$ cat src/rtl/serializador_medida_pkg.sv
// Shared definitions for the measurement serializer: FSM state codes, ASCII
// constants and the 7E2 frame builder.
package serializador_medida_pkg;

  typedef enum logic [3:0] {
    ST_INICIAL   = 4'h0,
    ST_CARREGA   = 4'h1,
    ST_TRANSMITE = 4'h2,
    ST_PROXIMO   = 4'h3,
    ST_FINAL     = 4'h4
  } estado_e;

  localparam logic [2:0]  ASCII_DIGIT_PREFIX = 3'b011;
  localparam logic [6:0]  ASCII_HASH         = 7'h23;
  localparam int unsigned FRAME_BITS         = 11;

  // Frame as sent LSB first: start, d0..d6, even parity, two stop bits.
  function automatic logic [FRAME_BITS-1:0] monta_quadro(input logic [6:0] dado);
    return {2'b11, ^dado, dado, 1'b0};
  endfunction

  // Character for message position idx: three BCD digits, then '#'.
  function automatic logic [6:0] caractere(input logic [1:0] idx, input logic [11:0] medida);
    logic [6:0] c;
    case (idx)
      2'd0:    c = {ASCII_DIGIT_PREFIX, medida[11:8]};
      2'd1:    c = {ASCII_DIGIT_PREFIX, medida[7:4]};
      2'd2:    c = {ASCII_DIGIT_PREFIX, medida[3:0]};
      default: c = ASCII_HASH;
    endcase
    return c;
  endfunction

endpackage

$ cat src/rtl/serializador_medida_tx_serial_7E2.sv
// Single-character 7E2 transmitter: loads a frame on partida, holds each bit
// for BAUD_DIV cycles and pulses pronto in the last cycle of the second stop bit.
module tx_serial_7E2
  import serializador_medida_pkg::*;
#(
  parameter int unsigned BAUD_DIV = 434
) (
  input  logic       clock,
  input  logic       reset,
  input  logic       partida,
  input  logic [6:0] dado,
  output logic       saida,
  output logic       pronto
);

  localparam int unsigned CntW   = $clog2(BAUD_DIV);
  localparam logic [CntW-1:0] CntMax = CntW'(BAUD_DIV - 1);
  localparam logic [3:0]      BitMax = 4'(FRAME_BITS - 1);

  logic                  ativo_q, ativo_d;
  logic [FRAME_BITS-1:0] quadro_q, quadro_d;
  logic [CntW-1:0]       tick_q, tick_d;
  logic [3:0]            bit_q, bit_d;
  logic                  fim_bit;

  assign fim_bit = ativo_q && (tick_q == CntMax);
  assign pronto  = fim_bit && (bit_q == BitMax);
  // Line idles high whenever no frame is in flight, including right after reset.
  assign saida   = ativo_q ? quadro_q[0] : 1'b1;

  // Next state: load on partida, then tick through the bits shifting in idle ones.
  always_comb begin
    ativo_d  = ativo_q;
    quadro_d = quadro_q;
    tick_d   = tick_q;
    bit_d    = bit_q;
    if (partida) begin
      ativo_d  = 1'b1;
      quadro_d = monta_quadro(dado);
      tick_d   = '0;
      bit_d    = '0;
    end else if (ativo_q) begin
      if (fim_bit) begin
        tick_d = '0;
        if (bit_q == BitMax) begin
          ativo_d = 1'b0;
        end else begin
          bit_d    = bit_q + 4'd1;
          quadro_d = {1'b1, quadro_q[FRAME_BITS-1:1]};
        end
      end else begin
        tick_d = tick_q + 1'b1;
      end
    end
  end

  // State registers with synchronous reset.
  always_ff @(posedge clock) begin
    if (reset) begin
      ativo_q  <= 1'b0;
      quadro_q <= '1;
      tick_q   <= '0;
      bit_q    <= '0;
    end else begin
      ativo_q  <= ativo_d;
      quadro_q <= quadro_d;
      tick_q   <= tick_d;
      bit_q    <= bit_d;
    end
  end

endmodule

$ cat src/rtl/serializador_medida.sv
// Message sequencer: latches a 3-digit BCD measurement and sends it as four
// 7E2 characters (hundreds, tens, units, '#'), then pulses pronto.
module serializador_medida
  import serializador_medida_pkg::*;
#(
  parameter int unsigned BAUD_DIV = 434
) (
  input  logic        clock,
  input  logic        reset,
  input  logic        inicio,
  input  logic [11:0] dados,
  output logic        saida_serial,
  output logic        pronto,
  output logic        ocupado,
  output logic [3:0]  db_estado
);

  estado_e     estado_q, estado_d;
  logic [1:0]  indice_q, indice_d;
  logic [11:0] dados_q, dados_d;
  logic        partida;
  logic        tx_pronto;

  tx_serial_7E2 #(
    .BAUD_DIV (BAUD_DIV)
  ) u_tx (
    .clock   (clock),
    .reset   (reset),
    .partida (partida),
    .dado    (caractere(indice_q, dados_q)),
    .saida   (saida_serial),
    .pronto  (tx_pronto)
  );

  assign ocupado   = (estado_q != ST_INICIAL);
  assign db_estado = estado_q;

  // Message FSM: next state, index/data updates and the one-cycle strobes.
  always_comb begin
    estado_d = estado_q;
    indice_d = indice_q;
    dados_d  = dados_q;
    partida  = 1'b0;
    pronto   = 1'b0;
    case (estado_q)
      ST_INICIAL: begin
        if (inicio) begin
          dados_d  = dados;
          indice_d = 2'd0;
          estado_d = ST_CARREGA;
        end
      end
      ST_CARREGA: begin
        partida  = 1'b1;
        estado_d = ST_TRANSMITE;
      end
      ST_TRANSMITE: begin
        if (tx_pronto) estado_d = ST_PROXIMO;
      end
      ST_PROXIMO: begin
        if (indice_q != 2'd3) begin
          indice_d = indice_q + 2'd1;
          estado_d = ST_CARREGA;
        end else begin
          estado_d = ST_FINAL;
        end
      end
      ST_FINAL: begin
        pronto   = 1'b1;
        estado_d = ST_INICIAL;
      end
      default: estado_d = ST_INICIAL;
    endcase
  end

  // State registers with synchronous reset.
  always_ff @(posedge clock) begin
    if (reset) begin
      estado_q <= ST_INICIAL;
      indice_q <= 2'd0;
      dados_q  <= 12'h000;
    end else begin
      estado_q <= estado_d;
      indice_q <= indice_d;
      dados_q  <= dados_d;
    end
  end

endmodule
$ cat config.mk
export PLATFORM = sky130hd
export DESIGN_NAME = serializador_medida
export DESIGN_NICKNAME = d
export VERILOG_FILES = /design/src/rtl/serializador_medida_pkg.sv /design/src/rtl/serializador_medida_tx_serial_7E2.sv /design/src/rtl/serializador_medida.sv
export SDC_FILE = /design/constraint.sdc
export NUM_CORES = 1
export LEC_CHECK = 0
export BUFFER_PORTS_ARGS = -buffer_cell sky130_fd_sc_hd__buf_2
export CORE_MARGIN = 3
export CORE_UTILIZATION = 50
export DETAILED_ROUTE_END_ITERATION = 6
export GPL_TIMING_DRIVEN = 0
export PLACE_DENSITY_LB_ADDON = 0.05
export RECOVER_POWER = 25
export SLEW_MARGIN = 15
export SYNTH_ARGS = -nofsm -noshare
export SYNTH_HDL_FRONTEND = slang
export SYNTH_SLANG_ARGS = --single-unit
export TNS_END_PERCENT = 5
$ cat constraint.sdc
create_clock -name clock -period 1.83 [get_ports clock]
set_input_delay 0 -clock clock [delete_from_list [all_inputs] [get_ports clock]]
set_output_delay 0 -clock clock [all_outputs]
set_load 0.01 [all_outputs]
==> results_dict.tcl, run 1 <==
set metrics [dict create \
    max_freq_ghz 0.539 \
    synth_top_cell_by_area "dfxtp_1" \
    crit_path_end_kind "register" \
    worstHoldStart "inicio" \
    synth_top_area_share_pct 41.6 \
    yosysWarnings 0 \
    synthToLayoutAreaGrowth_pct 20.3 \
    cp_max_fo 5 \
    hold_viol 0 \
    fin_crit_sh_pct 101 \
    synth_area_um2 1920 \
    combPwrFrac_pct 14.4 \
    finalSetupViolations 1 \
    path_cells "inv_1, ha_1, a222oi_1, xor2_1, nor2_1, xor2_1, a21oi_1" \
    grt_max_degree 12 \
    fin_cells 307 \
    synth_edf_count 0 \
    avgSynthCellArea_um2 8.66 \
    layout-drive-gt1-share_pct 17.2 \
    crit_required_ns 2.01 \
    internal_power_mw 1.29 \
    numCtsBuffers 5 \
    drcViolationCount 0 \
    hpwl_mm 2.69 \
    worstReg2RegStart "indice_q[1]" \
    dp.cells 287 \
    critPathMaxStageDelay_ns 0.50 \
    fillCellCount 318 \
    utilization_pct 65.7 \
    fin_nets 285 \
    synth_area_leaders "dfxtp_1, nand2_1, ha_1" \
    synth_flop_cell "dfxtp_1" \
    multi_input_area_um2 1070 \
    ys_types 43 \
    grt_pass1_vias 1513 \
    cts_buffer_depth 2 \
    viasPerCell 5.13 \
    clk_latency_ns 0.29 \
    switchingPower_mw 0.455 \
    swShare_pct 26.1 \
    wl_per_cell_um 12.7 \
    cts_root_buffer "clkbuf_8" \
    antenna_found_initial 0 \
    ir_worst_vdd_mv 0.580 \
    worstSetupStartpoint "indice_q[1]" \
    h-tree-depth 2 \
    reg2reg_slack_ns -0.03 \
    cap_violations 0 \
    clock_skew_ns 0.00345 \
    tightestPinTransition_ns 0.535 \
    async_flop_share_pct 0 \
    yosysSeqAreaShare_pct 41.6 \
    final.min_clock_period_ns 1.86 \
    die_x_um 68.0 \
    p_clk_share_pct 31.4 \
    port_buffers 19 \
    critical_path.top_delay_family "compound AO/OA/AOI/OAI gates" \
    grtUsageTotal_pct 19.5 \
    critPathArrivalTime_ns 2.03 \
    ant_nets 0 \
    status "finished with violations" \
    worstHoldPathType "input port to register" \
    leakage_nw 0.891 \
    synth_nets 246 \
    ys_ff_latch 40 \
    rows 21 \
    crit_path_start_kind "register" \
    critPathBufInv 1 \
    syn_inst 222 \
    crit_path_frequent_cell "xor2_1" \
    grt_pass1_wl_mm 6.83 \
    rsz0062_at_grt "yes" \
    initial_core_util_pct 54.6 \
    drtIter0Drc 96 \
    slowest_stage "a222oi_1" \
    core_area_um2 3520 \
    cts.sinks 40 \
    ioPinCount 22 \
    setup_slack_ns -0.0253 \
    slew_viol_final 0 \
    slew_headroom_pct 64.3 \
    overflow 0 \
    seqCellArea_um2 807 \
    dr.pass1.iters 4 \
    path_clk_slew_ns 0.07 \
    totalWireLength_mm 3.90 \
    critPathKind "register to register" \
    n_antenna_cell 0 \
    cts_tree "yes" \
    vias 1575 \
    power_density_nw_per_um2 753 \
    violations "negative setup slack" \
    routabilityCongestion 0.755 \
    power_frac_seq_pct 54.2 \
    dieArea_um2 4630 \
    die_h_um 68.0 \
]
==> Yosys cell counts (all sizes together) (5+ instances only) <==
cell type  number
a21oi          17
buf             8
clkbuf          5
dfxtp          40
ha              9
inv             5
mux2i           9
nand2          35
nand2b          6
nor2           23
nor3            8
xnor2           6
xor2            6
==> stage by stage <==
step / setup slack, ns / instance area (µm²) / power, mW / hold WS [ns] / TNS, ns
4_1_cts: -0.0251 / 2280 / 1.75 / 0.0701 / -0.0264
6_report: -0.0253 / 2310 / 1.74 / 0.0779 / -0.0253
5_1_grt: -0.149 / 2310 / 1.83 / 0.121 / -0.876
2_1_floorplan: 0.173 / 1920 / 1.12 / 0.136 / 0
3_3_place_gp: -0.126 / 2080 / 1.19 / 0.244 / -0.974
3_5_place_dp: -0.129 / 2080 / 1.19 / 0.246 / -1.01
==> final timing paths <==
path,to,cells after the start
max reg2reg,u_tx.quadro_q[8],7
min,dados_q[8],4
max,u_tx.quadro_q[8],7
min reg2reg,dados_q[11],2
==> final cells by class <==
| cell class | instances | area share (%) |
|---|---|---|
| Clock buffer | 6 | 3.14 |
| Clock inverter | 1 | 0.216 |
| Sequential cell | 40 | 34.9 |
| Timing Repair Buffer | 32 | 9.41 |
| Buffer | 13 | 2.92 |
| Multi-Input combinational cell | 164 | 46.1 |
| Inverter | 5 | 0.811 |
| Tap cell | 46 | 2.49 |
==> metal layers <==
metal | up-vias | part of all wire [%] | GRT usage, %
met2 | 18 | 46 | 31.6
met3 | 7 | 2.5 | 3.94
met4 | 0 | 1.5 | 7.44
met1 | 714 | 50 | 25.4
li1 | 836 | - | -
met5 | - | 0 | 0
==> power groups by stage <==
| stage | logic (mW) | registers [mW] | clock network (mW) |
|---|---|---|---|
| 4_1_cts | 0.249 | 0.942 | 0.559 |
| 3_5_place_dp | 0.228 | 0.962 | 0 |
| 6_report | 0.251 | 0.944 | 0.547 |
| 2_1_floorplan | 0.166 | 0.958 | 0 |
| 5_1_grt | 0.287 | 0.948 | 0.597 |
| 3_3_place_gp | 0.226 | 0.962 | 0 |
==> layout by cell type (no fill, tap or decap), drive strengths merged, types with 3 or more instances in the layout <==
cell / instances
dfxtp: 40
nand2: 35
nor2: 23
buf: 22
a21oi: 17
clkbuf: 17
dlygate4sd3: 12
mux2i: 9
ha: 9
nor3: 8
nand2b: 6
xnor2: 6
xor2: 6
inv: 5
o21ai: 4
nand4: 3
nand3: 3
and3: 3
nor3b: 3
==> worst min-delay path, cell delays in order <==
cell	delay [ns]
buf_2	0.11
nand2_1	0.08
nand2_1	0.07
a21oi_1	0.05
==> repair_timing <==
action,in CTS,in global routing
pin swaps,2,1
buffers inserted,0,1
hold buffers,12,0
gates resized for setup,4,10
endpoints found under the hold margin,12,0
endpoints found under the setup margin,17,20
==> sequential cells by signal, indices dropped and copies added (netlist names) <==
signal / count
dados_q: 12
db_estado: 3
indice_q: 2
u_tx.ativo_q: 1
u_tx.bit_q: 4
u_tx.quadro_q: 9
u_tx.tick_q: 9
==> kinds of logic (layout without fill, tap and decap cells) <==
family	count (synthesis)	in the layout	synth area share, %
other	1	1	0.195
adder cells (fa/ha/maj)	9	9	5.86
flip-flops	40	40	41.6
XOR/XNOR	12	12	5.47
AND/OR/NAND/NOR	96	96	25.3
AO/OA/AOI/OAI	36	36	11.6
buffers and inverters	18	57	4.62
multiplexers	10	10	5.27
No activity file was read; power rests on OpenSTA's default activity.
==> run 2: changes to the inputs <==
CELL_PAD_IN_SITES_DETAIL_PLACEMENT = 1   (was unset)
CELL_PAD_IN_SITES_GLOBAL_PLACEMENT = 2   (was unset)
CORE_UTILIZATION = 35   (was 50)
==> run 2 against run 1 <==
  * The flow now finishes without violations
  * Register-to-register slack better by 0.09 ns
  * Cell area up 4.8%
  * Total power up 2.1%
  * Cell count up 10%
  * Global-route usage down 4.1 points
  * Count of clock-buffer cells in the layout unchanged
  * Die area up 39%
  * Setup slack better by 0.086 ns
  * Sequential share of layout area down 1.3 points
  * Maximum frequency up 4.9%
  * Critical endpoint is now u_tx.quadro_q[0]
  * Largest cell class unchanged
==> results_dict.tcl, run 2 (synthesis gave the netlist of run 1 again) <==
set metrics [dict create \
    crit_path_end_kind "register" \
    ant_nets 0 \
    tightestPinTransition_ns 0.538 \
    grtUsageTotal_pct 15.4 \
    final_cell_mix "dfxtp_1, nand2_1, nor2_1" \
    fillCellCount 646 \
    dr.pass1.iters 4 \
    layout-drive-gt1-share_pct 21.6 \
    cap_violations 0 \
    vias 1669 \
    setup_tns_ns 0 \
    power_density_nw_per_um2 733 \
    dieArea_um2 6420 \
    top_regs "dados_q: 12 flops, u_tx.quadro_q: 9 flops, u_tx.tick_q: 9 flops" \
    max_freq_ghz 0.565 \
    hold_viol 0 \
    cts.sinks 40 \
    power.total_mw 1.78 \
    path_clk_slew_ns 0.08 \
    crit_path_start_kind "register" \
    initial_core_util_pct 36.9 \
    holdWs_ns 0.0924 \
    cp_max_fo 5 \
    placedInstanceArea_um2 2110 \
    worstHoldPathType "input port to register" \
    core_area_um2 5200 \
    slew_viol_final 0 \
    hpwl_mm 3.23 \
    overflow 0 \
    final.min_clock_period_ns 1.77 \
    clock_skew_ns 0.00760 \
    largest-register "dados_q" \
    crit_required_ns 2.01 \
    rows 26 \
    die_h_um 80.1 \
    routabilityCongestion 0.737 \
    critPathKind "register to register" \
    wl_per_cell_um 13.5 \
    grt_pass1_vias 1665 \
    viasPerCell 4.92 \
    fin_crit_sh_pct 96.7 \
    n_antenna_cell 0 \
    slew_headroom_pct 64.2 \
    setup_slack_ns 0.0611 \
    cts_buffer_depth 2 \
    rsz0062_at_grt "yes" \
    critPathArrivalTime_ns 1.95 \
    preCtsSetupSlack_ns -0.197 \
    finalSetupViolations 0 \
    synthToLayoutAreaGrowth_pct 26.1 \
    grt_max_degree 12 \
    die_x_um 80.1 \
    mostFrequentLayoutCell "dfxtp_1" \
    clk_latency_ns 0.29 \
    status "finished, final reports clean" \
    cts_root_buffer "clkbuf_8" \
    port_buffers 19 \
    totalWireLength_mm 4.58 \
    drtIter0Drc 27 \
    numCtsBuffers 5 \
    ir_worst_vdd_mv 0.370 \
    leakage_nw 0.935 \
    ioPinCount 22 \
    drcViolationCount 0 \
    fin_nets 293 \
    cts_tree "yes" \
    stdcell_area_um2 2420 \
    grt_pass1_wl_mm 7.78 \
    antenna_found_initial 0 \
    largest_reg_flops 12 \
    h-tree-depth 2 \
]
==> run 2: changes by cell type in the layout (fill, tap and decap cells not counted), moves of 2 or more <==
cell,delta
ha_2,+2
dfxtp_4,+2
buf_4,+8
ha_1,-2
==> run 2: through the flow <==
step,instances,util (%)
2_1_floorplan,222,-
3_3_place_gp,311,40.5
6_report,339,46.6
5_1_grt,339,46.6
4_1_cts,332,45.1
3_5_place_dp,311,40.5
==> run 2: cell type report <==
| type | instances | area, µm² | share of cell area (%) |
|---|---|---|---|
| Clock inverter | 1 | 5.00 | 0.206 |
| Tap cell | 70 | 87.6 | 3.61 |
| Buffer | 13 | 68.8 | 2.84 |
| Inverter | 5 | 21.3 | 0.877 |
| Timing Repair Buffer | 40 | 278 | 11.5 |
| Sequential cell | 40 | 813 | 33.5 |
| Clock buffer | 6 | 72.6 | 2.99 |
| Multi-Input combinational cell | 164 | 1080 | 44.5 |
==> run 2: report_power, final <==
| group | switching [mW] | internal [mW] |
|---|---|---|
| Combinational | 0.143 | 0.118 |
| Clock | 0.316 | 0.260 |
| Sequential | 0.0290 | 0.912 |
==> run 2: final timing paths <==
kind,from,to,slack (ns),cells past startpoint
setup / recovery,u_tx.bit_q[0],u_tx.quadro_q[0],0.06,7
hold reg to reg,dados_q[11],dados_q[11],0.46,2
hold / removal,inicio,dados_q[9],0.09,4
setup reg to reg,u_tx.bit_q[0],u_tx.quadro_q[0],0.06,7
==> run 2: metal layers <==
layer	up-vias	track usage (%)	part of all wire, %
li1	845	-	-
met3	5	3.70	2.7
met5	-	0	0
met1	799	18.7	47
met2	20	26.7	49
met4	0	5.07	1.2
==> run 2: critical path, stage by stage (launching register included) <==
cell	delay, ns
dfxtp_4	0.35
inv_2	0.03
ha_2	0.16
and3b_2	0.27
nor4_4	0.38
buf_4	0.22
mux2i_1	0.18
o21bai_1	0.07
==> run 2: timing repair <==
action / CTS / global route
setup buffers: 2 / 6
gates cloned: 0 / 1
gates resized for setup: 9 / 13
hold buffers: 12 / 0
pin swaps: 2 / 6
endpoints found under the setup margin: 19 / 10
hold endpoints to repair: 12 / 0
